## config.mk

```make
export PLATFORM = sky130hd
export DESIGN_NAME = fetch_wf_request_arbiter_flat
export DESIGN_NICKNAME = d
export VERILOG_FILES = /design/src/rtl/fetch_wf_request_arbiter_pkg.sv /design/src/rtl/fetch_wf_request_arbiter_if.sv /design/src/rtl/fetch_wf_request_arbiter_rr_picker.sv /design/src/rtl/fetch_wf_request_arbiter.sv /design/src/flat_wrapper.sv
export SDC_FILE = /design/constraint.sdc
export NUM_CORES = 1
export LEC_CHECK = 0
export BUFFER_PORTS_ARGS = -buffer_cell sky130_fd_sc_hd__buf_2
export CAP_MARGIN = 20
export CORE_UTILIZATION = 56
export DETAILED_ROUTE_END_ITERATION = 16
export PLACE_DENSITY_LB_ADDON = 0.05
export SLEW_MARGIN = 20
export SYNTH_ARGS = -nofsm -noshare
export SYNTH_HDL_FRONTEND = slang
export SYNTH_HIERARCHICAL = 1
export SYNTH_SLANG_ARGS = --single-unit
```

## constraint.sdc

```tcl
create_clock -name clk -period 8.21 [get_ports clk]
set_input_delay 1.642 -clock clk [delete_from_list [all_inputs] [get_ports clk]]
set_output_delay 1.642 -clock clk [all_outputs]
set_load 0.02 [all_outputs]
```

## src/rtl/fetch_wf_request_arbiter_pkg.sv

```systemverilog
// Shared sizing and helpers for the fetch-side wavefront request arbiter.
// Sizes follow the global WF_PER_CU / WF_ID_LENGTH values.
package fetch_wf_request_arbiter_pkg;

  localparam int NUM_WF = 40;
  localparam int WFID_W = 6;

  localparam logic [WFID_W-1:0] LAST_WF = WFID_W'(NUM_WF - 1);

  // Out-of-range ids map to an all-zero vector so they are silently ignored.
  function automatic logic [NUM_WF-1:0] wf_onehot(input logic [WFID_W-1:0] id);
    wf_onehot = '0;
    if (id <= LAST_WF) wf_onehot[id] = 1'b1;
  endfunction

endpackage

```

## src/rtl/fetch_wf_request_arbiter_if.sv

```systemverilog
// Request/grant bundle between issue flow control, fetch and the arbiter.
// master = issue/fetch side driving requests and ready; slave = the arbiter.
interface fetch_wf_request_arbiter_if;
  import fetch_wf_request_arbiter_pkg::*;

  logic [NUM_WF-1:0] wave_req_bitmap;
  logic              dispatch_en;
  logic [WFID_W-1:0] dispatch_wfid;
  logic              halt_en;
  logic [WFID_W-1:0] halt_wfid;
  logic [NUM_WF-1:0] ibuf_full_bitmap;
  logic              fetch_req_ready;
  logic              fetch_req_valid;
  logic [WFID_W-1:0] fetch_req_wfid;
  logic [NUM_WF-1:0] pending_bitmap;
  logic              dup_req_err;

  modport master (
    output wave_req_bitmap, dispatch_en, dispatch_wfid, halt_en, halt_wfid,
           ibuf_full_bitmap, fetch_req_ready,
    input  fetch_req_valid, fetch_req_wfid, pending_bitmap, dup_req_err
  );

  modport slave (
    input  wave_req_bitmap, dispatch_en, dispatch_wfid, halt_en, halt_wfid,
           ibuf_full_bitmap, fetch_req_ready,
    output fetch_req_valid, fetch_req_wfid, pending_bitmap, dup_req_err
  );
endinterface

```

## src/rtl/fetch_wf_request_arbiter_rr_picker.sv

```systemverilog
// Combinational round-robin picker: rotate the request vector so ptr sits at bit 0,
// take the lowest set bit, then add ptr back modulo NUM_WF.
module fetch_rr_picker
  import fetch_wf_request_arbiter_pkg::*;
(
  input  logic [NUM_WF-1:0] req,
  input  logic [WFID_W-1:0] ptr,
  output logic              found,
  output logic [WFID_W-1:0] pick
);

  logic [NUM_WF-1:0] rot;
  logic [WFID_W-1:0] off;
  logic [WFID_W:0]   sum;

  always_comb begin
    rot   = '0;
    found = 1'b0;
    off   = '0;
    for (int i = 0; i < NUM_WF; i++) begin
      if (i + int'(ptr) >= NUM_WF) rot[i] = req[i + int'(ptr) - NUM_WF];
      else                         rot[i] = req[i + int'(ptr)];
    end
    for (int i = NUM_WF - 1; i >= 0; i--) begin
      if (rot[i]) begin
        found = 1'b1;
        off   = WFID_W'(i);
      end
    end
    sum = {1'b0, off} + {1'b0, ptr};
    if (sum > {1'b0, LAST_WF}) pick = WFID_W'(sum - (WFID_W + 1)'(NUM_WF));
    else                       pick = sum[WFID_W-1:0];
  end

endmodule

```

## src/rtl/fetch_wf_request_arbiter.sv

```systemverilog
// Latches per-WF fetch requests into pending bits and hands one eligible WF at a time
// to instruction fetch over a registered valid/ready slot, round-robin.
module fetch_wf_request_arbiter
  import fetch_wf_request_arbiter_pkg::*;
(
  input logic                      clk,
  input logic                      rst,
  fetch_wf_request_arbiter_if.slave bus
);

  logic [NUM_WF-1:0] pending_q;
  logic [NUM_WF-1:0] pending_d;
  logic [NUM_WF-1:0] set_vec;
  logic [NUM_WF-1:0] halt_vec;
  logic [NUM_WF-1:0] load_vec;
  logic [NUM_WF-1:0] eligible;
  logic              valid_q;
  logic [WFID_W-1:0] wfid_q;
  logic [WFID_W-1:0] rr_ptr_q;
  logic              err_q;
  logic              found;
  logic [WFID_W-1:0] pick;
  logic              slot_free;
  logic              load;
  logic              dup_hit;

  assign set_vec   = bus.wave_req_bitmap |
                     (bus.dispatch_en ? wf_onehot(bus.dispatch_wfid) : '0);
  assign halt_vec  = bus.halt_en ? wf_onehot(bus.halt_wfid) : '0;
  assign eligible  = pending_q & ~bus.ibuf_full_bitmap;
  assign slot_free = ~valid_q | bus.fetch_req_ready;
  assign load      = slot_free & found;
  assign load_vec  = load ? wf_onehot(pick) : '0;

  // Halt wins over a same-cycle set; a set wins over the load-clear of the same WF.
  assign pending_d = ~halt_vec & (set_vec | (pending_q & ~load_vec));

  assign dup_hit = (|(set_vec & pending_q)) |
                   (valid_q & ~bus.fetch_req_ready & set_vec[wfid_q]);

  fetch_rr_picker u_picker (
    .req   (eligible),
    .ptr   (rr_ptr_q),
    .found (found),
    .pick  (pick)
  );

  always_ff @(posedge clk) begin
    if (rst) begin
      pending_q <= '0;
      valid_q   <= 1'b0;
      wfid_q    <= '0;
      rr_ptr_q  <= '0;
      err_q     <= 1'b0;
    end else begin
      pending_q <= pending_d;
      if (slot_free) begin
        valid_q <= found;
        if (found) begin
          wfid_q   <= pick;
          rr_ptr_q <= (pick == LAST_WF) ? '0 : pick + 1'b1;
        end
      end
      if (dup_hit) err_q <= 1'b1;
    end
  end

  assign bus.fetch_req_valid = valid_q;
  assign bus.fetch_req_wfid  = wfid_q;
  assign bus.pending_bitmap  = pending_q;
  assign bus.dup_req_err     = err_q;

endmodule

```

## src/flat_wrapper.sv

```systemverilog
// flat-port wrapper written by rule: the top's interface ports become plain ports
module fetch_wf_request_arbiter_flat import fetch_wf_request_arbiter_pkg::*;
  (clk, rst, bus_wave_req_bitmap, bus_dispatch_en, bus_dispatch_wfid, bus_halt_en, bus_halt_wfid, bus_ibuf_full_bitmap, bus_fetch_req_ready, bus_fetch_req_valid, bus_fetch_req_wfid, bus_pending_bitmap, bus_dup_req_err);
  fetch_wf_request_arbiter_if bus_i ();
  input logic clk;
  input logic rst;
  input wire logic [$bits(bus_i.wave_req_bitmap)-1:0] bus_wave_req_bitmap;
  input wire logic [$bits(bus_i.dispatch_en)-1:0] bus_dispatch_en;
  input wire logic [$bits(bus_i.dispatch_wfid)-1:0] bus_dispatch_wfid;
  input wire logic [$bits(bus_i.halt_en)-1:0] bus_halt_en;
  input wire logic [$bits(bus_i.halt_wfid)-1:0] bus_halt_wfid;
  input wire logic [$bits(bus_i.ibuf_full_bitmap)-1:0] bus_ibuf_full_bitmap;
  input wire logic [$bits(bus_i.fetch_req_ready)-1:0] bus_fetch_req_ready;
  output wire logic [$bits(bus_i.fetch_req_valid)-1:0] bus_fetch_req_valid;
  output wire logic [$bits(bus_i.fetch_req_wfid)-1:0] bus_fetch_req_wfid;
  output wire logic [$bits(bus_i.pending_bitmap)-1:0] bus_pending_bitmap;
  output wire logic [$bits(bus_i.dup_req_err)-1:0] bus_dup_req_err;
  assign bus_i.wave_req_bitmap = bus_wave_req_bitmap;
  assign bus_i.dispatch_en = bus_dispatch_en;
  assign bus_i.dispatch_wfid = bus_dispatch_wfid;
  assign bus_i.halt_en = bus_halt_en;
  assign bus_i.halt_wfid = bus_halt_wfid;
  assign bus_i.ibuf_full_bitmap = bus_ibuf_full_bitmap;
  assign bus_i.fetch_req_ready = bus_fetch_req_ready;
  assign bus_fetch_req_valid = bus_i.fetch_req_valid;
  assign bus_fetch_req_wfid = bus_i.fetch_req_wfid;
  assign bus_pending_bitmap = bus_i.pending_bitmap;
  assign bus_dup_req_err = bus_i.dup_req_err;
  fetch_wf_request_arbiter u_core (.clk(clk), .rst(rst), .bus(bus_i));
endmodule
```

==> impl_metrics.toml <==
[logic_synthesis]
synth_flop_cell = "dfxtp_1"
ys_seq_elements = 54
synth-edff-count = 0
yosysMostFrequentCell = "nand2_1"
synth_top_area_share_pct = 14.5
synth_cell_types = 97
ys_seq_area_share_pct = 8.00
syn_inst = 1607
yosys_warnings = 6
syn-cell-area_um2 = 13500
synth_common_cells = "nand2_1 (106), a21oi_1 (102), ha_1 (92)"
synthArstFlopShare_pct = 0
postSynthAreaPerCell_um2 = 8.41
synth.net_count = 1798
yosys.area.top_type = "mux4_2"
yosys-top-cells-area = "mux4_2 (15%), ha_1 (8.5%), dfxtp_1 (8.0%), mux2i_1 (6.7%), a21oi_1 (3.8%)"

[min_path]
hold_class = "reg -> reg"
hold_end = "u_core/bus.pending_bitmap[29]"
hold-path-cell-count = 2
worstHoldStart = "u_core/bus.pending_bitmap[29]"

[run_status]
status = "finished, final reports clean"

[worst_setup_path]
end_kind = "flop"
critical_path_class = "in -> reg"
reg2reg_to = "u_core/bus.pending_bitmap[18]"
cp_max_fo = 8
r2r_start = "u_core/rr_ptr_q[0]"
worstPathRequired_ns = 8.41
worst-r2r-setup-slack_ns = 0.40
slowest_stage = "mux4_2"
critPathMaxStageDelay_ns = 0.56
worst_ep_arrival_time_ns = 8.07
r2r_cells = 28
start_kind = "primary input"

[timing]
finalMaxSlewViolations = 0
layout_min_cycle_time_ns = 7.87
hold_violations = 0
relSlewSlack_pct = 31.1
finalClockSkew_ns = 0.00989
worst_pin_slew_ns = 1.03
setup_viol = 0
post-route-period-util_pct = 95.9
fmax_ghz = 0.127
fin_setup_tns_ns = 0

[floorplan]
initial_core_util_pct = 57.4
dieHeight_um = 157
die_w_um = 157
rows = 56
io_pins = 145
core_um2 = 23500
dieArea_um2 = 24800

[final_layout]
drive_gt1_share_pct = 24.0
final_cells = 2051
final_util_pct = 63.9
design_area_um2 = 15000
num_antenna_cells = 0
area_growth_pct = 11.3
nNetsFinal = 1922

[run]
maxCapViolCount = 0

[pwr]
p_clk_share_pct = 3.3
intPower_mw = 3.26
switching_share_pct = 58.6
p_switching_mw = 4.61
power_mw = 7.86
power_frac_comb_pct = 91.3
ir_drop_mv = 0.392
power.density_nw_per_um2 = 523
p_seq_share_pct = 5.4
p_leak_nw = 6.23

[drt]
drt_iter0_drc = 1787
vias = 15100
postRouteWirelength_mm = 56.7
wl_met3_mm = 5.94
wl_met1_mm = 20.7
vias_per_cell = 7.38
top_layer = "met4"
routed-wl-met2_mm = 25.3
antenna_left = 0
firstDrtPassIters = 6
wl_per_cell_um = 27.7
drc = 0

[grt]
track_usage_pct = 45.1
grt_max_degree = 64
antenna_found_initial = 0
grt_overflow_total = 0
grt_pass1_vias = 14100
grt_pass1_wl_mm = 83.8

[place]
portBuffers = 144
gp_congestion = 1.10
placedCellCount = 2042
hpwlAfterDp_mm = 44.2
place_area_um2 = 14700

[clock_tree]
clockBufferDepth = 2
path_clk_slew_ns = 0.07
clk_latency_ns = 0.31
cts_made_buffers = 5
cts_root_buffer = "clkbuf_16"
cts_tree = "done"
cts.htree.levels = 2
clock_sinks = 54
## flip-flops by register name, indices dropped and copies added, names as in the netlist
register                    flops
u_core/bus.fetch_req_wfid       6
u_core/bus.fetch_req_valid      1
u_core/rr_ptr_q                 6
u_core/bus.dup_req_err          1
u_core/bus.pending_bitmap      40
## per-stage QoR
step / hold slack [ns] / setup WS [ns]
2_1_floorplan: 0.558 / 0.380
3_5_place_dp: 0.515 / -0.0464
4_1_cts: 0.526 / 0.148
3_3_place_gp: 0.506 / 0.152
5_1_grt: 0.546 / -0.00983
6_report: 0.535 / 0.336
## worst max-delay path, delay by kind of cell
kind,cells,cell delay (ns)
AOI/OAI and AO/OA,13,2.85
muxes,4,1.53
and+or+nand+nor,4,0.65
xor gates and xnor gates,2,0.54
adders and majority gates,2,0.44
buffers and inverters,3,0.38
## what timing repair did
item | CTS | global route
resized for setup | 0 | 23
setup endpoints to repair | 0 | 45
setup buffers | 0 | 1
hold buffers | 0 | 0
## logic make-up (layout without fill, tap and decap cells)
kind of cell / Yosys count / count (layout) / share of synthesized area, %
fa+ha+maj: 94 / 94 / 8.82
compound gates: 511 / 511 / 26.3
flops: 54 / 54 / 8.00
buf+inv: 178 / 303 / 5.61
mux: 222 / 222 / 25.0
simple gates: 456 / 456 / 17.6
xor+xnor: 92 / 92 / 8.59
## power groups by stage
| stage | logic, mW | clock network (mW) | registers, mW |
|---|---|---|---|
| 2_1_floorplan | 4.83 | 0 | 0.426 |
| 3_3_place_gp | 6.66 | 0 | 0.429 |
| 3_5_place_dp | 6.74 | 0 | 0.427 |
| 4_1_cts | 6.76 | 0.257 | 0.421 |
| 5_1_grt | 7.58 | 0.262 | 0.429 |
| 6_report | 7.18 | 0.257 | 0.428 |
## per-layer routing
metal	vias up	global-route usage (%)
met4	0	32.3
met5	-	0
li1	6545	-
met3	280	6.47
met1	7135	54.6
met2	1181	73.6
## cell type report
class	instances	area [um2]
multi-input cells	1375	11800
fillers	2098	8500
repair buffers	215	1290
flip-flops and latches	54	1090
well taps	319	399
inverters	80	300
clock buffers	5	125
clock inverters	3	47.5
## worst max-delay path by stage
stage                       startpoint                            end  slack [ns]  cells past startpoint
2_1_floorplan       u_core/rr_ptr_q[2]   u_core/bus.pending_bitmap[0]        0.38                     33
3_3_place_gp   bus_ibuf_full_bitmap[0]  u_core/bus.pending_bitmap[26]        0.15                     28
3_5_place_dp   bus_ibuf_full_bitmap[0]  u_core/bus.pending_bitmap[26]       -0.05                     28
4_1_cts             u_core/rr_ptr_q[2]  u_core/bus.pending_bitmap[26]        0.15                     29
5_1_grt             u_core/rr_ptr_q[0]  u_core/bus.pending_bitmap[18]       -0.01                     28
6_report       bus_ibuf_full_bitmap[3]  u_core/bus.pending_bitmap[18]        0.34                     28
## cell usage in the layout, fill, tap and decap left out, types with 42 or more instances in the layout
cell type  count
a21oi_1      102
ha_1          90
buf_4         68
mux4_2        87
nor2_1        79
a31oi_1       45
nor2b_1       47
a221oi_1      50
mux2i_1       90
xnor2_1       50
buf_2        144
nand2_1      104
dfxtp_1       51
nand3_1       64
mux2_2        42
o21ai_0       76
inv_1         73
No activity file was read; power rests on OpenSTA's default activity.
